--- src/rtl/pacman_pkg.sv ---
// rtl/pacman_pkg.sv - shared types and defaults for the hiscore upload path
package pacman_pkg;
   typedef enum logic [1:0] {IDLE, REQ, LAT} state_t;
   localparam logic [7:0] UP_INDEX_DEF   = 8'd4;
   localparam int         HISCORE_ADDR_W = 10;
endpackage

--- src/rtl/upload_edge_det.sv ---
// rtl/upload_edge_det.sv - registered rise/fall detector on the upload select
module upload_edge_det (
   input  logic CLK,
   input  logic RESET,
   input  logic sel,
   output logic rise,
   output logic fall
);
   logic sel_q;

   always_ff @(posedge CLK or posedge RESET) begin
      if (RESET) sel_q <= 1'b0;
      else       sel_q <= sel;
   end

   assign rise = sel & ~sel_q;
   assign fall = ~sel & sel_q;
endmodule

--- src/rtl/hiscore_upload_reader.sv ---
// rtl/hiscore_upload_reader.sv - serves HPS ioctl upload reads from core RAM
// Stalls the HPS with ioctl_wait until the arbitrated RAM port returns data.
module hiscore_upload_reader
   import pacman_pkg::*;
#(
   parameter int         ADDR_W   = HISCORE_ADDR_W,
   parameter int         RAM_LAT  = 1,
   parameter logic [7:0] UP_INDEX = UP_INDEX_DEF
) (
   input  logic              CLK,
   input  logic              RESET,
   input  logic              ioctl_upload,
   input  logic [7:0]        ioctl_index,
   input  logic              ioctl_rd,
   input  logic [24:0]       ioctl_addr,
   output logic [7:0]        ioctl_din,
   output logic              ioctl_wait,
   output logic              ram_req,
   input  logic              ram_ack,
   output logic [ADDR_W-1:0] ram_addr,
   input  logic [7:0]        ram_q,
   output logic [ADDR_W:0]   byte_count,
   output logic              rd_overrun,
   output logic              done
);
   localparam logic [ADDR_W:0] FULL     = {1'b1, {ADDR_W{1'b0}}};
   localparam logic [1:0]      LAT_INIT = 2'(RAM_LAT - 1);

   state_t     state;
   logic [1:0] lat_cnt;
   logic       sel, rise, fall, in_range;

   assign sel      = ioctl_upload & (ioctl_index == UP_INDEX);
   assign in_range = (ioctl_addr[24:ADDR_W] == '0);

   upload_edge_det u_edge (
      .CLK   (CLK),
      .RESET (RESET),
      .sel   (sel),
      .rise  (rise),
      .fall  (fall)
   );

   always_ff @(posedge CLK or posedge RESET) begin
      if (RESET) begin
         state      <= IDLE;
         lat_cnt    <= 2'd0;
         ioctl_din  <= 8'd0;
         ioctl_wait <= 1'b0;
         ram_req    <= 1'b0;
         ram_addr   <= '0;
         byte_count <= '0;
         rd_overrun <= 1'b0;
         done       <= 1'b0;
      end else begin
         done <= 1'b0;
         if (fall) begin
            // Session end aborts any in-flight read, including a same-cycle grant.
            state      <= IDLE;
            ram_req    <= 1'b0;
            ioctl_wait <= 1'b0;
            done       <= (byte_count == FULL);
         end else if (sel) begin
            if (rise) begin
               byte_count <= '0;
               rd_overrun <= 1'b0;
            end
            case (state)
               IDLE: begin
                  if (ioctl_rd) begin
                     if (!in_range) begin
                        ioctl_din <= 8'hFF;
                     end else begin
                        ram_addr   <= ioctl_addr[ADDR_W-1:0];
                        ioctl_wait <= 1'b1;
                        ram_req    <= 1'b1;
                        state      <= REQ;
                     end
                  end
               end
               REQ: begin
                  if (ioctl_rd) rd_overrun <= 1'b1;
                  if (ram_ack) begin
                     ram_req <= 1'b0;
                     lat_cnt <= LAT_INIT;
                     state   <= LAT;
                  end
               end
               LAT: begin
                  if (ioctl_rd) rd_overrun <= 1'b1;
                  if (lat_cnt == 2'd0) begin
                     ioctl_din  <= ram_q;
                     ioctl_wait <= 1'b0;
                     if (byte_count != FULL) byte_count <= byte_count + 1'b1;
                     state      <= IDLE;
                  end else begin
                     lat_cnt <= lat_cnt - 2'd1;
                  end
               end
               default: state <= IDLE;
            endcase
         end
      end
   end
endmodule

--- config.mk ---
export PLATFORM = sky130hd
export DESIGN_NAME = hiscore_upload_reader
export DESIGN_NICKNAME = d
export VERILOG_FILES = /design/src/rtl/pacman_pkg.sv /design/src/rtl/upload_edge_det.sv /design/src/rtl/hiscore_upload_reader.sv
export SDC_FILE = /design/constraint.sdc
export NUM_CORES = 1
export LEC_CHECK = 0
export CAP_MARGIN = 15
export CORE_ASPECT_RATIO = 2
export CORE_UTILIZATION = 39
export CTS_CLUSTER_SIZE = 10
export DETAILED_ROUTE_END_ITERATION = 12
export PLACE_DENSITY = 0.88
export SLEW_MARGIN = 20
export SYNTH_ARGS = -nofsm -noshare
export SYNTH_HDL_FRONTEND = slang
export SYNTH_SLANG_ARGS = --single-unit
--- constraint.sdc ---
create_clock -name CLK -period 2.4 [get_ports CLK]
set_input_delay 0.24 -clock CLK [delete_from_list [all_inputs] [get_ports CLK]]
set_output_delay 0.24 -clock CLK [all_outputs]
set_load 0.02 [all_outputs]
# --- After elaboration in Yosys (flattened, before gate mapping) ---
# Index checks and enable logic that the tools add are counted.
totals:
  ff_bits: 38
  latch_bits: 0
  ram_bits: 0
  romBits: 0
  input_bits: 46
  out_inout_bits: 33
  wordCells: 80
  memories: 0
classes:
  n_addsub: 2
  multipliers: 0
  n_div: 0
  magnitude_cmp: 0
  n_eq_ne: 14
  shift: 0
  muxes: 32
  n_bitwise: 6
  reduce_logical: 16
op_table:
  columns: ["op", "n"]
  rows:
  - ["$mux W11", 4]
  - ["$reduce_and A5 Y1", 5]
  - ["$mux W8", 3]
  - ["$mux W2", 8]
  - ["$pmux W8 S2", 1]
  - ["$logic_not A15 Y1", 1]
  - ["$mux W1", 12]
  - ["$ne A3 B3 Y1 const B", 4]
  - ["$add A11 B1 Y11 const B", 1]
  - ["$eq A11 B11 Y1 const B", 1]
  - ["$ne A11 B11 Y1 const B", 1]
  - ["$ne A2 B2 Y1 const B", 5]
  - ["$eq A8 B3 Y1 const B", 1]
  - ["$pmux W2 S3", 1]
  - ["$reduce_and A6 Y1", 1]
  - ["$reduce_bool A2 Y1", 3]
  - ["$reduce_bool A3 Y1", 2]
  - ["$logic_not A2 Y1", 2]
  - ["$pmux W1 S2", 2]
  - ["$pmux W2 S2", 1]
  - ["$and A1 B1 Y1", 3]
  - ["$not A1 Y1", 3]
  - ["$eq A2 B1 Y1 const B", 1]
  - ["$eq A2 B2 Y1 const B", 1]
  - ["other kinds (3)", 3]

# --- Logic depth before layout (Yosys ltp) ---
logic_depth:
  ltp_word: 7
  ltp_mapped: 8
  depth_no_buf: 7

# --- Modules after synthesis ---
# A second synthesis with hierarchy kept.
unflattened:
  cells_unflattened: 193
  hier_area_um2: 2073.2
modules_own_cells:
  columns: ["module", "instances", "cells_per_inst", "area_each_um2", "seq_area_each_um2"]
  rows:
  - ["hiscore_upload_reader", 1, 189, 2029.4, 925.9]
  - ["upload_edge_det", 1, 4, 43.8, 25.0]

# --- Least setup slack after synthesis ---
# OpenSTA, ideal clock, no wires.
synth_timing:
  kind: "register -> register"
  startpoint: "reg state[0]"
  endpoint: "reg ram_addr[0]"
  setup_time_ns: 0.125
  arrival_time_ns: 2.105
  required_time_ns: 2.275
  slack_ns: 0.170
  stages_incl_launch_ff: 7
  n_path_buf: 0
  period_less_slack_ns: 2.230
  cell_sequence: "dfrtp_1 -> inv_1 -> ha_1 -> inv_1 -> or4_1 -> nor4_4 -> mux2_2"
synth_via:
  elab_chain_cells: 2
synth_lines:
  columns: ["item", "line_no", "rtl"]
  rows:
  - ["start, declared", "hiscore_upload_reader.sv:29", "state_t state;"]
  - ["start signal, assigned", "hiscore_upload_reader.sv:46", "state <= IDLE;"]
  - ["start signal, assigned", "hiscore_upload_reader.sv:59", "state <= IDLE;"]
  - ["start signal, assigned", "hiscore_upload_reader.sv:77", "state <= REQ;"]
  - ["$logic_not A2 Y1", "hiscore_upload_reader.sv:68", "case (state)"]
  - ["$reduce_and A5 Y1 (no source line)", null, null]
  - ["end signal, assigned", "hiscore_upload_reader.sv:74", "ram_addr <= ioctl_addr[ADDR_W-1:0];"]
  - ["end, declared", "hiscore_upload_reader.sv:20", "output logic [ADDR_W-1:0] ram_addr,"]
# Every way passes these cells.
# A chain may end at the register's enable or synchronous reset.

# --- Worst setup path after layout ---
layout_timing:
  startpoint: "reg state[1]"
  endpoint: "reg ram_addr[4]"
# Same word-level chain as after synthesis.

==> results_dict.tcl <==
set metrics [dict create \
    n_antenna_cell 0 \
    finalPower_uw 1450 \
    maxCapViolCount 0 \
    syn_avg_cell_area_um2 10.6 \
    finalNetCount 329 \
    grt-ovfl-total 0 \
    std_cell_rows 36 \
    synthCells 186 \
    ir_drop_mv 0.627 \
    status "finished, final reports clean" \
    vias 1762 \
    ys.flop_type "dfrtp_1" \
    required_ps 2570 \
    cpMaxStageDelayCell "or4_1" \
    min_period_ps 2250 \
    root_buffer "clkbuf_8" \
    critPathKind "reg2reg" \
    p_per_area_nw_per_um2 479 \
    seq_area_frac_synth_pct 48.2 \
    yosys_warnings 0 \
    io_buffers 78 \
    worstMarginPinSlew_ps 471 \
    cp_max_fo 10 \
    hold_viol 0 \
    slew_violations 0 \
    fp.dieW_um 52.3 \
    slew-limit-headroom_pct 68.6 \
    yosys-top-cells-area "dfrtp_1 48%, mux2_2 10%, o21ai_0 4.6%" \
    final_core_util_pct 62.0 \
    cts_buffer_depth 2 \
    antenna_found_initial 0 \
    synth-seq-cells 38 \
    path_clk_slew_ps 70 \
    cts_setup_buffers 0 \
    grtUsageTotal_pct 20.2 \
    synth_top_area_cell "dfrtp_1" \
    synthArstFlopShare_pct 100 \
    numClockSinks 38 \
    drc_errors 0 \
    drtIter0Drc 45 \
    route.detailed.vias_per_inst 5.28 \
    wl_per_cell_um 14.7 \
    floorplan.initialDensity_pct 40.6 \
    finClkSkew_ps 3.12 \
    crit_chain "inv_1, ha_2, inv_1, or4_1, nor4_4, buf_4, mux2_2" \
    die_h_um 103 \
    layout-drive-gt1-share_pct 15.9 \
    cp_data_arrival_time_ps 2420 \
    cp-end-kind "flop" \
    crit_family "simple AND/OR/NAND/NOR gates" \
    drt-total-wl_mm 4.92 \
    post_synth_num_cell_types 40 \
    setup_viol 0 \
    synth_edf_count 0 \
    timing.setup.tns_ps 0 \
    place_hpwl_mm 3.79 \
    p_leak_uw 0.00131 \
    synth_most_common_cell "dfrtp_1" \
    clock_latency_ps 290 \
    ant_nets 0 \
    synth_common_cells "38 x dfrtp_1, 18 x mux2_2, 18 x o21ai_0" \
    routabilityCongestion 0.948 \
    start_kind "flop" \
    first_global_vias 1743 \
    area_growth_pct 52.8 \
    slowest_delay_ps 580 \
    grt_max_degree 39 \
    max_freq_mhz 444 \
    fillers 374 \
    pin_count 79 \
    synth_area_um2 1970 \
    coreArea_um2 4860 \
    numCtsBuffers 5 \
    worst-path-buf-inv 3 \
    rsz0062_at_grt "false" \
    yosysTopAreaCellShare_pct 48.2 \
    die-area_um2 5370 \
    min_period_over_period_pct 93.8 \
    cts_tree "built" \
    firstDrtPassIters 4 \
    grt_pass1_wl_mm 8.09 \
    cp_common_cell "inv_1" \
    holdCritPathClass "in2async" \
    htree_num_levels 2 \
    syn-num-nets 239 \
]
==> per-stage QoR <==
step           worst slack, ps  hold WS [ps]  std cells  area [um2]
2_1_floorplan              170           369        186        1970
3_3_place_gp              43.8           486        326        2870
3_5_place_dp             -15.8           497        326        2870
4_1_cts                    101           372        334        3010
5_1_grt                   32.2           403        334        3020
6_report                   148           361        334        3020
==> sequential cells by signal (all words and copies together) (netlist names) <==
| name | cells |
|---|---|
| byte_count | 11 |
| ram_addr | 10 |
| ioctl_din | 8 |
| lat_cnt | 2 |
| state | 2 |
| done | 1 |
| ioctl_wait | 1 |
| ram_req | 1 |
| rd_overrun | 1 |
| u_edge.sel_q | 1 |
==> final cells by class <==
class                           instances  area [um2]  area share, %
Clock buffer                            6        82.6           2.74
Clock inverter                          2        60.1           1.99
Inverter                               11        41.3           1.37
Multi-Input combinational cell        135         977           32.4
Sequential cell                        38         951           31.5
Tap cell                               57        71.3           2.36
Timing Repair Buffer                   85         833           27.6
==> where the power goes <==
part	switching [uW]	total (uW)	internal (uW)	leakage (uW)
clock	217	660	443	0.0000714
sequential	4.91	653	648	0.000525
combinational	42.8	132	89.4	0.000709
==> cell usage in the layout (no fill, tap or decap), drive strengths merged, types with 3 or more instances in the layout <==
master and instances:
or4 3, clkbuf 6, o21ai 18, a21oi 6
a31oi 3, nand2b 11, nand3 9, buf 7
mux2 18, nor3 4, or3 4, clkdlybuf4s50 78
ha 7, dfrtp 38, o31ai 5, nor2 9
inv 11, nand2 11, and3 4, nor4 4
==> routing by layer <==
layer | routed length [um] | track usage, % | up-vias
met5 | 0 | 0 | -
met4 | 62 | 7.09 | 0
met2 | 2900 | 39.2 | 69
met1 | 1670 | 19.8 | 831
met3 | 282 | 4.28 | 9
li1 | - | - | 853
==> tightest hold or removal path: stages <==
cell and delay (ps):
clkdlybuf4s50_1 400, inv_1 50, buf_4 400
==> what timing repair did <==
item                       4_1_cts  5_1_grt
hold buffers                     0        0
setup endpoints to repair        0       10
gates resized for setup          0        1
==> logic make-up after synthesis <==
logic type | Yosys count | share of synthesized area, %
AO/OA/AOI/OAI | 41 | 13.1
adder cells (fa/ha/maj) | 7 | 4.44
buffers and inverters | 13 | 2.47
flip-flops | 38 | 48.2
multiplexers | 18 | 10.3
AND/OR/NAND/NOR | 69 | 21.6
==> final timing paths <==
kind / from / endpoint / slack [ps] / depth (start not counted)
worst max register to register: state[1] / ram_addr[4] / 150 / 7
min in group CLK: ram_addr[6] / ram_addr[6] / 510 / 1
max in group asynchronous: RESET / state[1] / 1710 / 3
worst min register to register: ram_addr[6] / ram_addr[6] / 510 / 1
worst min-delay path: RESET / ram_addr[1] / 360 / 3
worst max-delay path: state[1] / ram_addr[4] / 150 / 7
No activity file was read; power rests on OpenSTA's default activity.
